File: src/rtl/layer_pkg.sv
// layer_pkg: shared state encoding and saturation limits for the layer sequencer
package layer_pkg;
   typedef enum logic [2:0] {ARG, BCST, GATH, RES, DEL, SCAT, COLL, FBK} state_t;
   localparam logic signed [15:0] SAT_MAX = 16'sh7fff;
   localparam logic signed [15:0] SAT_MIN = 16'sh8000;
endpackage

File: src/rtl/sat_add16.sv
// sat_add16: signed 16-bit add clamped to the 16-bit signed range
module sat_add16
   import layer_pkg::*;
(
   input  logic [15:0] a,
   input  logic [15:0] b,
   output logic [15:0] y
);
   logic [16:0] s;
   // overflow shows as the two top bits of the 17-bit sum disagreeing
   always_comb begin
      s = {a[15], a} + {b[15], b};
      y = (s[16] ^ s[15]) ? (s[16] ? SAT_MIN : SAT_MAX) : s[15:0];
   end
endmodule

File: src/rtl/layer_control.sv
// layer_control: forward broadcast/gather and training scatter/collect for M units
module layer_control
   import layer_pkg::*;
#(
   parameter int N = 2,
   parameter int M = 2
) (
   input  logic              clk,
   input  logic              rst,
   input  logic              en,
   input  logic              arg_stb,
   input  logic [8*N-1:0]    arg_dat,
   output logic              arg_rdy,
   output logic              res_stb,
   output logic [16*M-1:0]   res_dat,
   input  logic              res_rdy,
   input  logic              err_stb,
   input  logic [16*M-1:0]   err_dat,
   output logic              err_rdy,
   output logic              fbk_stb,
   output logic [16*N-1:0]   fbk_dat,
   input  logic              fbk_rdy,
   output logic              u_en,
   output logic [M-1:0]      u_arg_stb,
   input  logic [M-1:0]      u_arg_rdy,
   output logic [8*N-1:0]    u_arg_dat,
   input  logic [M-1:0]      u_res_stb,
   output logic [M-1:0]      u_res_rdy,
   input  logic [16*M-1:0]   u_res_dat,
   output logic [M-1:0]      u_err_stb,
   input  logic [M-1:0]      u_err_rdy,
   output logic [16*M-1:0]   u_err_dat,
   input  logic [M-1:0]      u_fbk_stb,
   output logic [M-1:0]      u_fbk_rdy,
   input  logic [16*N*M-1:0] u_fbk_dat
);
   localparam int CW = M > 1 ? $clog2(M) : 1;
   state_t state, nxt;
   logic [M-1:0] pend, got;
   logic [CW-1:0] cnt;
   logic [16*N-1:0] acc, sum, fsel;
   logic [16*M-1:0] res_q;

   assign res_dat = res_q;
   assign fbk_dat = acc;
   assign fsel = u_fbk_dat[16*N*cnt +: 16*N];

   for (genvar i = 0; i < N; i++) begin : g_sat
      sat_add16 u_sat (.a(acc[16*i +: 16]), .b(fsel[16*i +: 16]), .y(sum[16*i +: 16]));
   end

   // state register
   always_ff @(posedge clk)
      if (rst) state <= ARG;
      else state <= nxt;

   // next state and handshake outputs, each strobe/ready live only in its own state
   always_comb begin
      nxt = state;
      arg_rdy = 1'b0;
      res_stb = 1'b0;
      err_rdy = 1'b0;
      fbk_stb = 1'b0;
      u_arg_stb = '0;
      u_res_rdy = '0;
      u_err_stb = '0;
      u_fbk_rdy = '0;
      case (state)
         ARG: begin
            arg_rdy = 1'b1;
            if (arg_stb) nxt = BCST;
         end
         BCST: begin
            u_arg_stb = pend;
            if (pend == '0) nxt = GATH;
         end
         GATH: begin
            u_res_rdy = ~got;
            if (&got) nxt = RES;
         end
         RES: begin
            res_stb = 1'b1;
            if (res_rdy) nxt = u_en ? DEL : ARG;
         end
         DEL: begin
            err_rdy = 1'b1;
            if (err_stb) nxt = SCAT;
         end
         SCAT: begin
            u_err_stb = pend;
            if (pend == '0) nxt = COLL;
         end
         COLL: begin
            u_fbk_rdy = M'(1) << cnt;
            if (u_fbk_stb[cnt] && cnt == CW'(M - 1)) nxt = FBK;
         end
         FBK: begin
            fbk_stb = 1'b1;
            if (fbk_rdy) nxt = ARG;
         end
         default: nxt = ARG;
      endcase
   end

   // datapath: argument/error latches, pending masks, result capture, feedback accumulation
   always_ff @(posedge clk)
      if (rst) begin
         u_en <= 1'b0;
         u_arg_dat <= '0;
         u_err_dat <= '0;
         pend <= '0;
         got <= '0;
         cnt <= '0;
         acc <= '0;
         res_q <= '0;
      end else
         case (state)
            ARG: if (arg_stb) begin
               u_arg_dat <= arg_dat;
               u_en <= en;
               pend <= '1;
               got <= '0;
            end
            BCST: pend <= pend & ~u_arg_rdy;
            GATH: for (int k = 0; k < M; k++)
               if (u_res_stb[k] && !got[k]) begin
                  res_q[16*k +: 16] <= u_res_dat[16*k +: 16];
                  got[k] <= 1'b1;
               end
            DEL: if (err_stb) begin
               u_err_dat <= err_dat;
               pend <= '1;
            end
            SCAT: begin
               pend <= pend & ~u_err_rdy;
               if (pend == '0) begin
                  acc <= '0;
                  cnt <= '0;
               end
            end
            COLL: if (u_fbk_stb[cnt]) begin
               acc <= sum;
               cnt <= cnt + 1'b1;
            end
            default: ;
         endcase
endmodule

File: config.mk
export PLATFORM = sky130hd
export DESIGN_NAME = layer_control
export DESIGN_NICKNAME = d
export VERILOG_FILES = /design/src/rtl/layer_pkg.sv /design/src/rtl/sat_add16.sv /design/src/rtl/layer_control.sv
export SDC_FILE = /design/constraint.sdc
export NUM_CORES = 1
export LEC_CHECK = 0
export CAP_MARGIN = 20
export CELL_PAD_IN_SITES_DETAIL_PLACEMENT = 1
export CELL_PAD_IN_SITES_GLOBAL_PLACEMENT = 1
export CORE_ASPECT_RATIO = 2
export CORE_MARGIN = 5
export CORE_UTILIZATION = 35
export DETAILED_ROUTE_END_ITERATION = 7
export PLACE_DENSITY = 0.93
export SLEW_MARGIN = 15
export SYNTH_ARGS = -nofsm -noshare
export SYNTH_HDL_FRONTEND = slang
export SYNTH_HIERARCHICAL = 1
export SYNTH_SLANG_ARGS = --single-unit
File: constraint.sdc
create_clock -name clk -period 6.4 [get_ports clk]
set_input_delay 0.96 -clock clk [delete_from_list [all_inputs] [get_ports clk]]
set_output_delay 0.96 -clock clk [all_outputs]
set_load 0.02 [all_outputs]
# Word level (Yosys, flattened, before mapping)
# Index checks and enable logic that the tools add are counted.
op_classes:
  add_sub_neg: 3
  order_cmp: 1
  eq_ne: 18
  shifts: 2
  n_mux: 37
  bitwise: 7
  reduce_logical: 20
ops:
  columns: ["cell", "count"]
  rows:
  - ["$mux W16", 4]
  - ["$mux W32", 2]
  - ["$pmux W32 S2", 1]
  - ["$shiftx A64 B7 Y32", 1]
  - ["$add A16 B16 Y17", 2]
  - ["$mux W3", 9]
  - ["$pmux W3 S8", 1]
  - ["$ne A2 B2 Y1 const B", 11]
  - ["$mux W2", 7]
  - ["$eq A3 B3 Y1 const B", 4]
  - ["$reduce_and A3 Y1", 4]
  - ["$mux W1", 10]
  - ["$reduce_and A2 Y1", 5]
  - ["$pmux W2 S4", 1]
  - ["$reduce_and A8 Y1", 1]
  - ["$eq A3 B2 Y1 const B", 2]
  - ["$not A2 Y2", 3]
  - ["$and A2 B2 Y2", 2]
  - ["$pmux W2 S2", 1]
  - ["$reduce_bool A2 Y1", 2]
  - ["$reduce_bool A4 Y1", 1]
  - ["$eq A3 B1 Y1 const B", 1]
  - ["$logic_and A1 B1 Y1", 3]
  - ["$logic_not A3 Y1", 1]
  - ["other kinds (7)", 9]
word_totals:
  ff_bits: 121
  input_bits: 159
  output_inout_bits: 125
  word_cells: 99

# Depth between registers and ports, before layout
depth:
  ltp_word: 6
  depth_mapped: 17

# By module
# Netlist, hierarchy kept.
modules_own_cells:
  columns: ["mod", "instances", "cells_each", "area_per_inst_um2"]
  rows:
  - ["layer_control", 1, 607, 5175.0]
  - ["sat_add16 at g_sat[0].u_sat", 1, 185, 1365.1]
  - ["sat_add16 at g_sat[1].u_sat", 1, 150, 1139.8]

# Worst setup path after synthesis
# No wires, ideal clock.
synth_path:
  path_type: "input-to-reg"
  startpoint: "in u_fbk_dat[32]"
  endpoint: "reg acc[10], in the netlist fbk_dat[10]"
  setup_ns: 0.092
  arrival_time_ns: 3.388
  required_time_ns: 6.308
  setup_slack_ns: 2.920
  cell_stages: 15
  n_path_buf: 2
  path_cell_list: "mux2_2 ha_1 inv_1 fa_1 nand2b_1 a21oi_2 o211a_4 o211ai_4 and2_4 buf_6 buf_8 maj3_2 mux2i_1 inv_1 o32ai_1"
synth_via:
  elab_chain_cells: 6
synth_rtl:
  columns: ["item", "line_no", "rtl"]
  rows:
  - ["from (decl)", "layer_control.sv:35", "input logic [16*N*M-1:0] u_fbk_dat"]
  - ["$shiftx A64 B7 Y32 (*)", "layer_control.sv:46", "assign fsel = u_fbk_dat[16*N*cnt +: 16*N];"]
  - ["$add A16 B16 Y17 (*)", "sat_add16.sv:12", "s = {a[15], a} + {b[15], b};"]
  - ["$mux W16 / $xor A1 B1 Y1 (equally long branches)", "sat_add16.sv:13", "y = (s[16] ^ s[15]) ? (s[16] ? SAT_MIN : SAT_MAX) : s[15:0];"]
  - ["$mux W16 (*)", "sat_add16.sv:13", null]
  - ["named net sum[10]", "layer_control.sv:41", "logic [16*N-1:0] acc, sum, fsel;"]
  - ["$mux W32 (*)", "layer_control.sv:141", "COLL: if (u_fbk_stb[cnt]) begin"]
  - ["$pmux W32 S2 (*)", "layer_control.sv:117", "case (state)"]
  - ["to (signal assigned)", "layer_control.sv:142", "acc <= sum;"]
  - ["to (decl)", "layer_control.sv:41", null]
# The timed path passes the listed nets; every way through them passes the cells marked *. The select of a mux whose other input is x is not followed.
# A chain may end at the register's enable or synchronous reset.

# Final worst setup path
layout_path:
  startpoint: "reg state[1]"
  endpoint: "out u_res_rdy[0]"
layout_via:
  elab_chain_cells: 2
layout_rtl:
  columns: ["item", "line_no", "rtl"]
  rows:
  - ["from (decl)", "layer_control.sv:38", "state_t state, nxt;"]
  - ["from (signal assigned)", "layer_control.sv:55", "else state <= nxt;"]
  - ["$eq A3 B2 Y1", "layer_control.sv:68", "case (state)"]
  - ["$mux W2", "layer_control.sv:68", null]
  - ["to (decl)", "layer_control.sv:28", "output logic [M-1:0] u_res_rdy,"]
# No other way between the ends.

==> impl_metrics.toml <==
[grt]
grt_use_total_pct = 24.1
antenna_found_initial = 1
grt_pass1_vias = 8997
busiest_layer = "met2"
gr-usage-met2_pct = 47.4
grt_use_met3_pct = 8.30
grt_max_degree = 69
use_met1_pct = 20.6
grt_pass1_wl_mm = 47.2
globalRouteOverflowTotal = 0

[cts]
ctsResizeCount = 0
htree_num_levels = 4
clk_path_buf_depth = 2
cts_hold_buf = 0
cts_tree = "done"
post-cts-setup-buffer-count = 0
root_buffer = "clkbuf_16"
cts_inserted_buffers = 17
clock-sinks = 121
clock_latency_ns = 0.43
clk_pin_slew_ns = 0.06

[synthesis]
syn_inst = 942
synth_ff_type = "dfxtp_1"
ys_types = 82
yosys_warnings = 6
synth_edf_count = 0
synth_commonest_cells = "nand2_1, a21oi_1, dfxtp_1"
avgSynthCellArea_um2 = 8.15
synth_area_um2 = 7680
syn-num-nets = 1135
seq_area_frac_synth_pct = 31.5
async_reset_ff_share_pct = 0
yosys-top-cells-area = "dfxtp_1, nand2_1, a21oi_1"
synth_largest_area_cell = "dfxtp_1"
ys_ff_latch = 121
synth_most_common_cell = "nand2_1"
yosys.area.top_type_share_pct = 31.5

[timing]
period_share_pct = 62.8
whs_ns = 0.453
worst_pin_slew_ns = 1.01
fin_setup_tns_ns = 0
rsz0062_at_grt = "false"
finalSetupViolations = 0
fmaxAchievable_mhz = 249
drv_slew = 0
skew_ns = 0.0102
slew_headroom_pct = 32.5
hold_viol = 0
setup_ws_ns = 2.38
post-route-min-period_ns = 4.02

[placed_design]
place_congestion = 0.903
dpl.hpwl_mm = 22.5
dp_cells = 1433
port_buffers = 283
detailedPlace.worstSlack_ns = 2.12

[floorplanning]
fp.dieW_um = 115
core_area_um2 = 21600
pin_count = 284
fp.dieH_um = 219
rows = 76
initial_core_util_pct = 35.6
die_area_um2 = 25200

[finish]
stdcell_count = 1466
diodes = 0
nNetsFinal = 1373
syn_to_final_growth_pct = 45.1
final_util_pct = 51.6
layout-drive-gt1-share_pct = 10.8

[worst_hold_path]
min_from = "u_arg_dat[13]$_SDFFE_PP0P_"
hold_class = "reg -> reg"
holdPathStages = 2
whs_endpoint = "u_arg_dat[13]$_SDFFE_PP0P_"

[detailed_routing]
wire_per_inst_um = 21.0
firstDrtPassIters = 4
post-route-drc-count = 0
drtAntennaViolNets = 0
initialDrtViolationCount = 219
dr_total_vias = 8168
wirelength_mm = 30.8
viasPerCell = 5.57

[critical_path]
crit_arrival_ns = 3.06
worstSetupStartpointType = "flop"
crit_fanout = 20
rr_worst_depth = 13
r2r_end = "fbk_dat[16]$_SDFFE_PP0P_"
cp.required_ns = 5.44
setup.worst_path.class = "reg -> out"
r2r-start = "cnt$_SDFFE_PP0P_"
r2r_slack_ns = 2.42
cp-end-kind = "primary output"

[run_status]
outcome = "completed"

[power]
peakVddDrop_v = 0.000268
power.density_nw_per_um2 = 193
p_leak_uw = 0.00409

[flow_run]
cap_violations = 0
==> critical path, stage by stage, from the launching register on <==
cell	delay, ns
dfxtp_1	0.82
or4b_1	0.80
clkinv_2	0.33
clkdlybuf4s50_1	0.66
==> power by group <==
part,leakage (µW),internal [µW],switching [µW]
logic,0.00284,193,181
registers,0.000979,774,22.5
clock network,0.000274,588,391
==> kinds of logic (layout without fill, tap and decap cells) <==
kind of cell | Yosys count | in the layout | synth area share (%)
AOI/OAI and AO/OA | 287 | 287 | 24.6
xor gates and xnor gates | 24 | 24 | 2.98
adders and majority gates | 60 | 60 | 9.22
buffers and inverters | 128 | 379 | 7.62
DFF | 121 | 121 | 31.5
muxes | 46 | 46 | 6.73
and+or+nand+nor | 276 | 276 | 17.3
==> worst max-delay path by stage <==
stage	from	end	cells past startpoint
after detailed placement	u_fbk_dat[48]	fbk_dat[16]$_SDFFE_PP0P_	14
after global routing	cnt$_SDFFE_PP0P_	fbk_dat[16]$_SDFFE_PP0P_	13
final	state[1]$_SDFFE_PP0P_	u_res_rdy[0]	3
after CTS	cnt$_SDFFE_PP0P_	fbk_dat[16]$_SDFFE_PP0P_	13
after floorplan	u_fbk_dat[32]	fbk_dat[10]$_SDFFE_PP0P_	15
after global placement	u_fbk_dat[16]	fbk_dat[17]$_SDFFE_PP0P_	14
==> per-layer routing <==
metal  routed length (µm)  vias up
li1                     -     3827
met1                 9800     3937
met2                17300      304
met3                 2200       98
met4                 1480        2
met5                   13        -
==> stage by stage <==
| step | total power (µW) | area (µm²) |
|---|---|---|
| after floorplan | 997 | 7680 |
| after global placement | 1170 | 10600 |
| after detailed placement | 1180 | 10600 |
| after CTS | 2170 | 11100 |
| after global routing | 2240 | 11100 |
| final | 2150 | 11100 |
==> state kept, by name, indices dropped and copies added, names as in the netlist <==
register and cells:
cnt 1, u_arg_dat 16, fbk_dat 32, got 2
pend 2, u_err_dat 32, u_en 1, res_dat 32
state 3
==> cells in the final DEF, fill, tap and decap left out, types with 13 or more instances in the layout <==
cell type,instances
nand3_1,23
dfxtp_1,120
maj3_1,20
o21ai_0,41
nor2_1,23
o32ai_1,32
inv_1,53
mux2_2,35
clkbuf_16,17
nand2_1,163
xnor2_1,13
a31o_2,17
ha_1,32
a21oi_1,122
nand2b_1,19
clkdlybuf4s50_1,282
==> area by class of cell <==
type | count | area [µm²]
clock inverters | 12 | 139
repair buffers | 292 | 2900
inverters | 55 | 208
well taps | 273 | 342
clock buffers | 20 | 447
flip-flops and latches | 121 | 2420
fillers | 2525 | 10400
multi-input cells | 693 | 4690
Note: power is estimated with default switching activity, not from simulation.
